==> src/rtl/ysyx_040978_mdu_pkg.sv <==
// ysyx_040978_mdu_pkg
//   Shared definitions for the RV64M mul/div sequencer.
//   - op encodings MUL..REMU (3-bit)
//   - sequencer state encoding
//   - is_div / is_signed helpers
//   - XLEN_MIN: most negative 64-bit two's-complement value
package ysyx_040978_mdu_pkg;

  localparam int MDU_XLEN = 64;
  localparam int MDU_OP_W = 3;

  localparam logic [MDU_OP_W-1:0] OP_MUL    = 3'd0;
  localparam logic [MDU_OP_W-1:0] OP_MULH   = 3'd1;
  localparam logic [MDU_OP_W-1:0] OP_MULHU  = 3'd2;
  localparam logic [MDU_OP_W-1:0] OP_MULHSU = 3'd3;
  localparam logic [MDU_OP_W-1:0] OP_DIV    = 3'd4;
  localparam logic [MDU_OP_W-1:0] OP_DIVU   = 3'd5;
  localparam logic [MDU_OP_W-1:0] OP_REM    = 3'd6;
  localparam logic [MDU_OP_W-1:0] OP_REMU   = 3'd7;

  localparam logic [MDU_XLEN-1:0] XLEN_MIN = 64'h8000_0000_0000_0000;

  typedef enum logic [1:0] {
    ST_IDLE = 2'd0,
    ST_RUN  = 2'd1,
    ST_HOLD = 2'd2
  } mdu_state_t;

  // DIV, DIVU, REM, REMU
  function automatic logic is_div(input logic [MDU_OP_W-1:0] op);
    return op[2];
  endfunction

  // Ops that interpret rs1 as signed: MULH, MULHSU, DIV, REM
  function automatic logic is_signed(input logic [MDU_OP_W-1:0] op);
    return (op == OP_MULH) || (op == OP_MULHSU) ||
           (op == OP_DIV)  || (op == OP_REM);
  endfunction

  // REM / REMU (quotient vs remainder select inside the div group)
  function automatic logic is_rem(input logic [MDU_OP_W-1:0] op);
    return op[2] & op[1];
  endfunction

endpackage

==> src/rtl/ysyx_040978_mdu_special.sv <==
// ysyx_040978_mdu_special
//   Combinational detection of div/rem cases that need no iterative core:
//   divide-by-zero and signed overflow (MIN / -1), plus their result.
// Ports
//   i_op       op encoding
//   i_src1     rs1
//   i_src2     rs2
//   o_special  1 when the op is resolved here
//   o_result   architectural result for the special case (valid with o_special)
module ysyx_040978_mdu_special
  import ysyx_040978_mdu_pkg::*;
#(
  parameter int XLEN = MDU_XLEN,
  parameter int OP_W = MDU_OP_W
) (
  input  logic [OP_W-1:0] i_op,
  input  logic [XLEN-1:0] i_src1,
  input  logic [XLEN-1:0] i_src2,
  output logic            o_special,
  output logic [XLEN-1:0] o_result
);

  logic            w_div;
  logic            w_rem;
  logic            w_zero;
  logic            w_ovf;
  logic [XLEN-1:0] w_min;

  assign w_min  = {1'b1, {(XLEN-1){1'b0}}};
  assign w_div  = is_div(i_op);
  assign w_rem  = is_rem(i_op);
  assign w_zero = (i_src2 == '0);
  // Only the signed div/rem ops can overflow
  assign w_ovf  = w_div & is_signed(i_op) & (i_src1 == w_min) & (i_src2 == '1);

  assign o_special = w_div & (w_zero | w_ovf);

  always_comb begin
    o_result = '0;
    if (w_zero) begin
      o_result = w_rem ? i_src1 : '1;
    end else if (w_ovf) begin
      o_result = w_rem ? '0 : i_src1;
    end
  end

endmodule

==> src/rtl/ysyx_040978_mdu_ctrl.sv <==
// ysyx_040978_mdu_ctrl
//   Sequencer between EX and an iterative mul/div core. Accepts one op via
//   in_valid/in_ready, launches the core (or resolves div special cases
//   locally), and holds the result until writeback takes it.
// Ports
//   clock, reset             rising-edge clock, async active-high reset
//   flush                    kill current op (highest priority)
//   in_valid/in_ready        op handshake (ready only in IDLE)
//   in_op/in_src1/in_src2    op and operands
//   core_start/core_kill     one-cycle launch / abort pulses
//   core_op/core_src1/2      registered operands, stable while core runs
//   core_done/core_result    core completion pulse and result
//   out_valid/out_ready      result handshake to writeback
//   out_result               registered result
//   busy                     state != IDLE
module ysyx_040978_mdu_ctrl
  import ysyx_040978_mdu_pkg::*;
#(
  parameter int XLEN = MDU_XLEN,
  parameter int OP_W = MDU_OP_W
) (
  input  logic            clock,
  input  logic            reset,
  input  logic            flush,
  input  logic            in_valid,
  output logic            in_ready,
  input  logic [OP_W-1:0] in_op,
  input  logic [XLEN-1:0] in_src1,
  input  logic [XLEN-1:0] in_src2,
  output logic            core_start,
  output logic            core_kill,
  output logic [OP_W-1:0] core_op,
  output logic [XLEN-1:0] core_src1,
  output logic [XLEN-1:0] core_src2,
  input  logic            core_done,
  input  logic [XLEN-1:0] core_result,
  output logic            out_valid,
  input  logic            out_ready,
  output logic [XLEN-1:0] out_result,
  output logic            busy
);

  mdu_state_t      r_state;
  logic            r_core_start;
  logic            r_core_kill;
  logic            r_out_valid;
  logic [OP_W-1:0] r_op;
  logic [XLEN-1:0] r_src1;
  logic [XLEN-1:0] r_src2;
  logic [XLEN-1:0] r_result;

  logic            w_accept;
  logic            w_special;
  logic [XLEN-1:0] w_special_result;

  // Special-case detection looks at the incoming operands so the result can
  // be registered on the accept edge (1-cycle latency).
  ysyx_040978_mdu_special #(
    .XLEN (XLEN),
    .OP_W (OP_W)
  ) u_special (
    .i_op      (in_op),
    .i_src1    (in_src1),
    .i_src2    (in_src2),
    .o_special (w_special),
    .o_result  (w_special_result)
  );

  assign w_accept = (r_state == ST_IDLE) & in_valid & ~flush;

  always_ff @(posedge clock or posedge reset) begin
    if (reset) begin
      r_state      <= ST_IDLE;
      r_core_start <= 1'b0;
      r_core_kill  <= 1'b0;
      r_out_valid  <= 1'b0;
      r_op         <= '0;
      r_src1       <= '0;
      r_src2       <= '0;
      r_result     <= '0;
    end else begin
      r_core_start <= 1'b0;
      r_core_kill  <= 1'b0;
      case (r_state)
        ST_IDLE: begin
          if (w_accept) begin
            r_op   <= in_op;
            r_src1 <= in_src1;
            r_src2 <= in_src2;
            if (w_special) begin
              r_result    <= w_special_result;
              r_out_valid <= 1'b1;
              r_state     <= ST_HOLD;
            end else begin
              r_core_start <= 1'b1;
              r_state      <= ST_RUN;
            end
          end
        end
        ST_RUN: begin
          // flush wins over a coincident core_done: the result is dropped
          if (flush) begin
            r_core_kill <= 1'b1;
            r_state     <= ST_IDLE;
          end else if (core_done) begin
            r_result    <= core_result;
            r_out_valid <= 1'b1;
            r_state     <= ST_HOLD;
          end
        end
        ST_HOLD: begin
          if (flush || out_ready) begin
            r_out_valid <= 1'b0;
            r_state     <= ST_IDLE;
          end
        end
        default: begin
          r_out_valid <= 1'b0;
          r_state     <= ST_IDLE;
        end
      endcase
    end
  end

  assign in_ready   = (r_state == ST_IDLE);
  assign busy       = (r_state != ST_IDLE);
  assign core_start = r_core_start;
  assign core_kill  = r_core_kill;
  assign core_op    = r_op;
  assign core_src1  = r_src1;
  assign core_src2  = r_src2;
  assign out_valid  = r_out_valid;
  assign out_result = r_result;

endmodule

==> config.mk <==
export PLATFORM = sky130hd
export DESIGN_NAME = ysyx_040978_mdu_ctrl
export DESIGN_NICKNAME = d
export VERILOG_FILES = /design/src/rtl/ysyx_040978_mdu_pkg.sv /design/src/rtl/ysyx_040978_mdu_special.sv /design/src/rtl/ysyx_040978_mdu_ctrl.sv
export SDC_FILE = /design/constraint.sdc
export NUM_CORES = 1
export LEC_CHECK = 0
export CAP_MARGIN = 5
export CORE_MARGIN = 2
export CORE_UTILIZATION = 30
export CTS_BUF_LIST = sky130_fd_sc_hd__clkbuf_4
export CTS_CLUSTER_SIZE = 24
export DETAILED_ROUTE_END_ITERATION = 6
export PLACE_DENSITY = 0.66
export SETUP_SLACK_MARGIN = 0.3
export SYNTH_ARGS = -nofsm -noshare
export SYNTH_HDL_FRONTEND = slang
export SYNTH_HIERARCHICAL = 1
export SYNTH_SLANG_ARGS = --single-unit
==> constraint.sdc <==
create_clock -name clock -period 7.9 [get_ports clock]
set_clock_uncertainty 0.1 [all_clocks]
set_input_delay 0.79 -clock clock [delete_from_list [all_inputs] [get_ports clock]]
set_output_delay 0.79 -clock clock [all_outputs]
set_load 0.01 [all_outputs]
==> results of run 1 <==
final cells by class:
class / instances / area share (%)
sequential: 200 / 36.2
timing repair buffer: 407 / 29.4
multi-input combinational: 406 / 28.9
tap: 396 / 3.58
clock buffer: 18 / 0.978
clock inverter: 14 / 0.715
inverter: 3 / 0.136
antenna: 1 / 0.0181
power by group:
| part | internal, uW | switching (uW) |
|---|---|---|
| clock | 130 | 388 |
| combinational | 604 | 375 |
| sequential | 1220 | 105 |
| total | 1960 | 868 |
flip-flops by register name, summed over array words and instances (netlist names):
name,count
core_start,1
core_kill,1
core_src2,64
out_valid,1
r_state,2
core_src1,64
core_op,3
out_result,64
kinds of logic (layout without fill, tap and decap cells):
kind of cell / count (synthesis) / after routing / share of synthesized area, %
buffers and inverters: 45 / 442 / 2.74
muxes: 259 / 259 / 31.6
and+or+nand+nor: 78 / 78 / 5.79
AOI/OAI and AO/OA: 69 / 69 / 5.68
DFF: 200 / 200 / 54.2
other: 0 / 1 / 0
cells in the final DEF, fill, tap and decap left out, drive strengths merged:
cell type	instances
a211oi	1
a21o	2
a31o	1
and4	1
and4b	1
buf	7
clkbuf	18
clkdlybuf4s50	400
clkinv	6
clkinvlp	3
dfrtp	200
diode	1
inv	8
mux2	259
nand2	5
nand2b	2
nand3b	1
nand4	17
nand4b	3
nor2	2
nor2b	1
nor3	2
nor4	28
nor4b	3
o21a	65
or2	1
or4	8
or4b	2
or4bb	1
metrics by stage:
step / instance area [um^2] / setup slack (ns)
after floorplan: 9230 / 1.56
after detailed placement: 13600 / 2.41
after global placement: 13600 / 2.48
after CTS: 13800 / 3.09
after global routing: 13800 / 2.95
final: 13800 / 3.21
layer usage:
layer | vias up | part of all wire [%] | GRT usage [%] | routed length [um]
li1 | 3206 | - | - | -
met1 | 3509 | 44 | 24.8 | 14000
met2 | 250 | 48 | 32.5 | 15400
met3 | 27 | 6.1 | 5.73 | 1960
met4 | 0 | 1.6 | 4.98 | 511
met5 | - | 0 | 0 | 0
final timing paths:
check	end	startpoint	slack (ns)
setup reg to reg	core_src1[24]	r_state[1]	4.86
hold / removal	core_src2[43]	core_src2[43]	0.41
hold reg to reg	core_src2[43]	core_src2[43]	0.41
max in group asynchronous	core_src1[52]	reset	5.44
setup / recovery	out_result[24]	in_src1[47]	3.21
min in group asynchronous	out_result[13]	reset	0.65
==> impl_metrics.yaml, run 1 <==
outcome:
  status: "complete, no violations"
cts:
  clock_latency_ns: 0.60
  numCtsBuffers: 17
  post_cts_buffers: 0
  clockBufferDepth: 2
  cts_hold_buf: 0
  path_clk_slew_ns: 0.16
  cts_resized: 0
  htree_levels: 4
  cts_tree: "yes"
  clock_sink_count: 200
  cts_root_buf: "clkbuf_4"
cells_and_area:
  final_cells: 1445
  fin_nets: 1236
  nFillCells: 2873
  drive_above_1_share_pct: 25.5
  register_area_um2: 5000
  utilization_pct: 45.4
  syn2layout_area_growth_pct: 49.7
  multi_input_area_um2: 4000
global_routing:
  antenna_found_initial: 1
  grt_pass1_wl_um: 48400
  grt_usage_pct: 19.5
  first_global_vias: 7529
  grt_max_degree: 136
  gr-total-overflow: 0
synthesis:
  syn-cell-area_um2: 9230
  synth_nets: 852
  ys_types: 32
  synth.area.top_cells: "dfrtp_1 (54%), mux2_2 (27%), o21a_1 (5.3%)"
  post-synth-top-count-cell: "mux2_2"
  synth_flop_cell: "dfrtp_1"
  synthTopCellsByCount: "mux2_2 (222), dfrtp_1 (200), o21a_1 (65), mux2_1 (37), nor4_1 (27)"
  yosysWarnings: 6
  post-synth-top-area-cell: "dfrtp_1"
  syn_area_per_cell_um2: 14.2
  ys_seq_area_share_pct: 54.2
  ys_seq_elements: 200
  syn_inst: 651
  synth_edf_count: 0
  synth_top_cell_area_share_pct: 54.2
  async_flop_share_pct: 100
critical_path:
  ff2ff_path_depth: 3
  critPathTopFamily: "simple AND/OR/NAND/NOR gates"
  path_class: "input pin to flip-flop"
  cp_cell_sequence: "clkdlybuf4s50_1 -> or4_1 -> nor4_1 -> nand4_1 -> nor4_2 -> o21a_1 -> nand3b_1 -> a211oi_4 -> buf_12 -> mux2_2"
  crit_arrival_ns: 5.08
  cp_max_fo: 52
  critPathMaxStageDelay_ns: 0.80
  slowest_stage: "a211oi_4"
  critPathCaptureType: "flip-flop"
  cp.required_ns: 8.29
  cp_num_cells: 10
  startpoint_type: "input pin"
  path_buf_inv: 2
die:
  die-area_um2: 32200
  core_um2: 30400
  start_util_pct: 30.3
  die_width_um: 179
  rows: 64
  ios: 401
  die_h_um: 179
timing:
  slew_headroom_pct: 31.6
  finalSetupTns_ns: 0
  finalCriticalPeriod_ns: 4.69
  rsz0062_at_grt: "no"
  slew_violations: 0
  tightest_slew_ns: 1.03
  max_freq_mhz: 213
  period_share_pct: 59.4
  timing.hold.ws_ns: 0.409
  hold_viol: 0
  setup_violations: 0
routing:
  viasPerCell: 4.84
  firstDrtPassIters: 4
  num_vias: 6992
  routed_wl_um: 31800
  drc: 0
  ant_nets: 0
  dr.first_iter.drc_count: 293
  wl_per_cell_um: 22.0
pwr:
  ir_worst_vdd_v: 0.0000845
  leakage_uw: 0.00563
  p_per_area_nw_per_um2: 204
  finalPower_uw: 2820
placed_design:
  gp_congestion: 0.830
  numPortBuffers: 400
  dp_hpwl_um: 23600
  dpl.cell_count: 1412
flow_run:
  cap_viol_max_count: 0
min_path:
  hold_depth: 1
  hp-class: "flip-flop to flip-flop"
(Power assumes the default switching activity.)
==> inputs of run 2 (changes only) <==
--- a/config.mk
+++ b/config.mk
@@ -11,7 +11,7 @@
 export CTS_BUF_LIST = sky130_fd_sc_hd__clkbuf_4
 export CTS_CLUSTER_SIZE = 24
 export DETAILED_ROUTE_END_ITERATION = 6
-export PLACE_DENSITY = 0.66
+export PLACE_DENSITY = 0.69
 export SETUP_SLACK_MARGIN = 0.3
 export SYNTH_ARGS = -nofsm -noshare
 export SYNTH_HDL_FRONTEND = slang
==> constraint.sdc (replaced) <==
create_clock -name clock -period 4.1 [get_ports clock]
set_clock_uncertainty 0.1 [all_clocks]
set_input_delay 0.41 -clock clock [delete_from_list [all_inputs] [get_ports clock]]
set_output_delay 0.41 -clock clock [all_outputs]
set_load 0.01 [all_outputs]
==> run 2 against run 1 <==
  * Worst setup slack lost 2.5 ns
  * Design area increased by 1.2%
  * First-iteration DRC count fell by 3.8%
  * Clock power increased by 110%
  * Worst hold slack worse by 0.18 ns
  * Clock-buffer cell count is the same
  * Via count increased by 2.0%
  * Wire length up 0.99%
  * Global-route usage rose by 0.13 points
  * Critical path depth grew 1
  * Combinational power grew 94%
==> impl_metrics.yaml, run 2 (same netlist as run 1, synthesis figures left out) <==
cells_and_area:
  nFillCells: 2826
  utilization_pct: 46.0
  layout_common_cells: "clkdlybuf4s50_1 (400), mux2_2 (222), dfrtp_1 (200)"
  final_common_cell: "clkdlybuf4s50_1"
  fin_nets: 1246
  drive_above_1_share_pct: 26.3
  syn2layout_area_growth_pct: 51.5
global_routing:
  first_global_vias: 7592
  grt_pass1_wl_um: 48500
  gr-total-overflow: 0
  grt_usage_pct: 19.6
  grt_max_degree: 74
  antenna_found_initial: 4
routing:
  dr.first_iter.drc_count: 282
  viasPerCell: 4.90
  wl_per_cell_um: 22.1
  num_vias: 7134
  ant_nets: 0
  drc: 0
  firstDrtPassIters: 4
  routed_wl_um: 32100
critical_path:
  critPathCaptureType: "flip-flop"
  cp.required_ns: 4.49
  r2r_slack_ns: 1.70
  ff2ff_path_depth: 3
  path_class: "input pin to flip-flop"
  r2r-start: "r_state[1]"
  crit_arrival_ns: 3.76
  cp_max_fo: 36
  crit_path_start: "in_src1[21]"
  startpoint_type: "input pin"
  worstReg2RegEnd: "out_result[21]"
die:
  die_h_um: 179
  rows: 64
  core_um2: 30400
  ios: 401
  start_util_pct: 30.3
  die_width_um: 179
  die-area_um2: 32200
timing:
  tightest_slew_ns: 1.04
  max_freq_mhz: 297
  slew_headroom_pct: 31.0
  finalCriticalPeriod_ns: 3.37
  rsz0062_at_grt: "no"
  hold_viol: 0
  period_share_pct: 82.2
  setup_violations: 0
  finalSetupTns_ns: 0
  slew_violations: 0
  finalWorstSetupSlack_ns: 0.731
flow_run:
  cap_viol_max_count: 0
cts:
  cts_root_buf: "clkbuf_4"
  clock_sink_count: 200
  clockBufferDepth: 2
  path_clk_slew_ns: 0.19
  cts_hold_buf: 0
  cts_resized: 0
  numCtsBuffers: 17
  post_cts_buffers: 0
  clock_latency_ns: 0.60
  cts_tree: "yes"
  htree_levels: 4
pwr:
  finalPower_uw: 5550
  p_per_area_nw_per_um2: 397
  ir_worst_vdd_v: 0.000170
  leakage_uw: 0.00571
outcome:
  status: "complete, no violations"
placed_design:
  pre_cts_slack_ns: 0.0121
  dp_hpwl_um: 23900
  gp_congestion: 0.809
  numPortBuffers: 400
min_path:
  hp-class: "input pin to async pin"
[run 2: layer usage]
layer  global-route usage, %  part of all wire, %
met1                    24.7                   43
met2                    33.0                   49
met3                    6.10                  6.5
met4                    4.85                  1.6
met5                       0                0.081
[run 2: area by class of cell]
| cell class | count | area, um^2 | share of cell area [%] |
|---|---|---|---|
| Antenna cell | 2 | 5.00 | 0.0358 |
| Clock buffer | 18 | 135 | 0.966 |
| Clock inverter | 14 | 140 | 1.00 |
| Inverter | 3 | 15.0 | 0.107 |
| Multi-Input combinational cell | 406 | 4000 | 28.6 |
| Sequential cell | 200 | 5000 | 35.8 |
| Tap cell | 396 | 495 | 3.54 |
| Timing Repair Buffer | 417 | 4190 | 30.0 |
[run 2: stage by stage]
stage               hold slack [ns]  instance area, um^2  std cells
global placement              0.367                13700       1422
floorplan                     0.416                 9240        651
finish                        0.225                14000       1456
detailed placement            0.373                13700       1422
CTS                           0.177                14000       1454
global route                  0.247                14000       1456
[run 2: worst max path at each step]
stage                           to  depth (start not counted)
global route        out_result[38]                         11
detailed placement  out_result[40]                         11
finish              out_result[44]                         11
CTS                 out_result[44]                         11
floorplan           out_result[10]                          9
global placement    out_result[41]                         10
[run 2: power by group]
part,internal (uW),leakage (uW),switching (uW)
clock,327,0.000142,765
sequential,2360,0.00247,202
combinational,1170,0.00309,726
total,3850,0.00571,1690
[run 2: worst max-delay path: stages]
cell	delay (ns)
clkdlybuf4s50_1	0.47
or4b_2	0.65
nor4_1	0.29
buf_4	0.17
nand4_1	0.18
nor4_2	0.23
o21a_1	0.18
nand3b_1	0.13
a211oi_4	0.39
buf_12	0.27
mux2_2	0.36
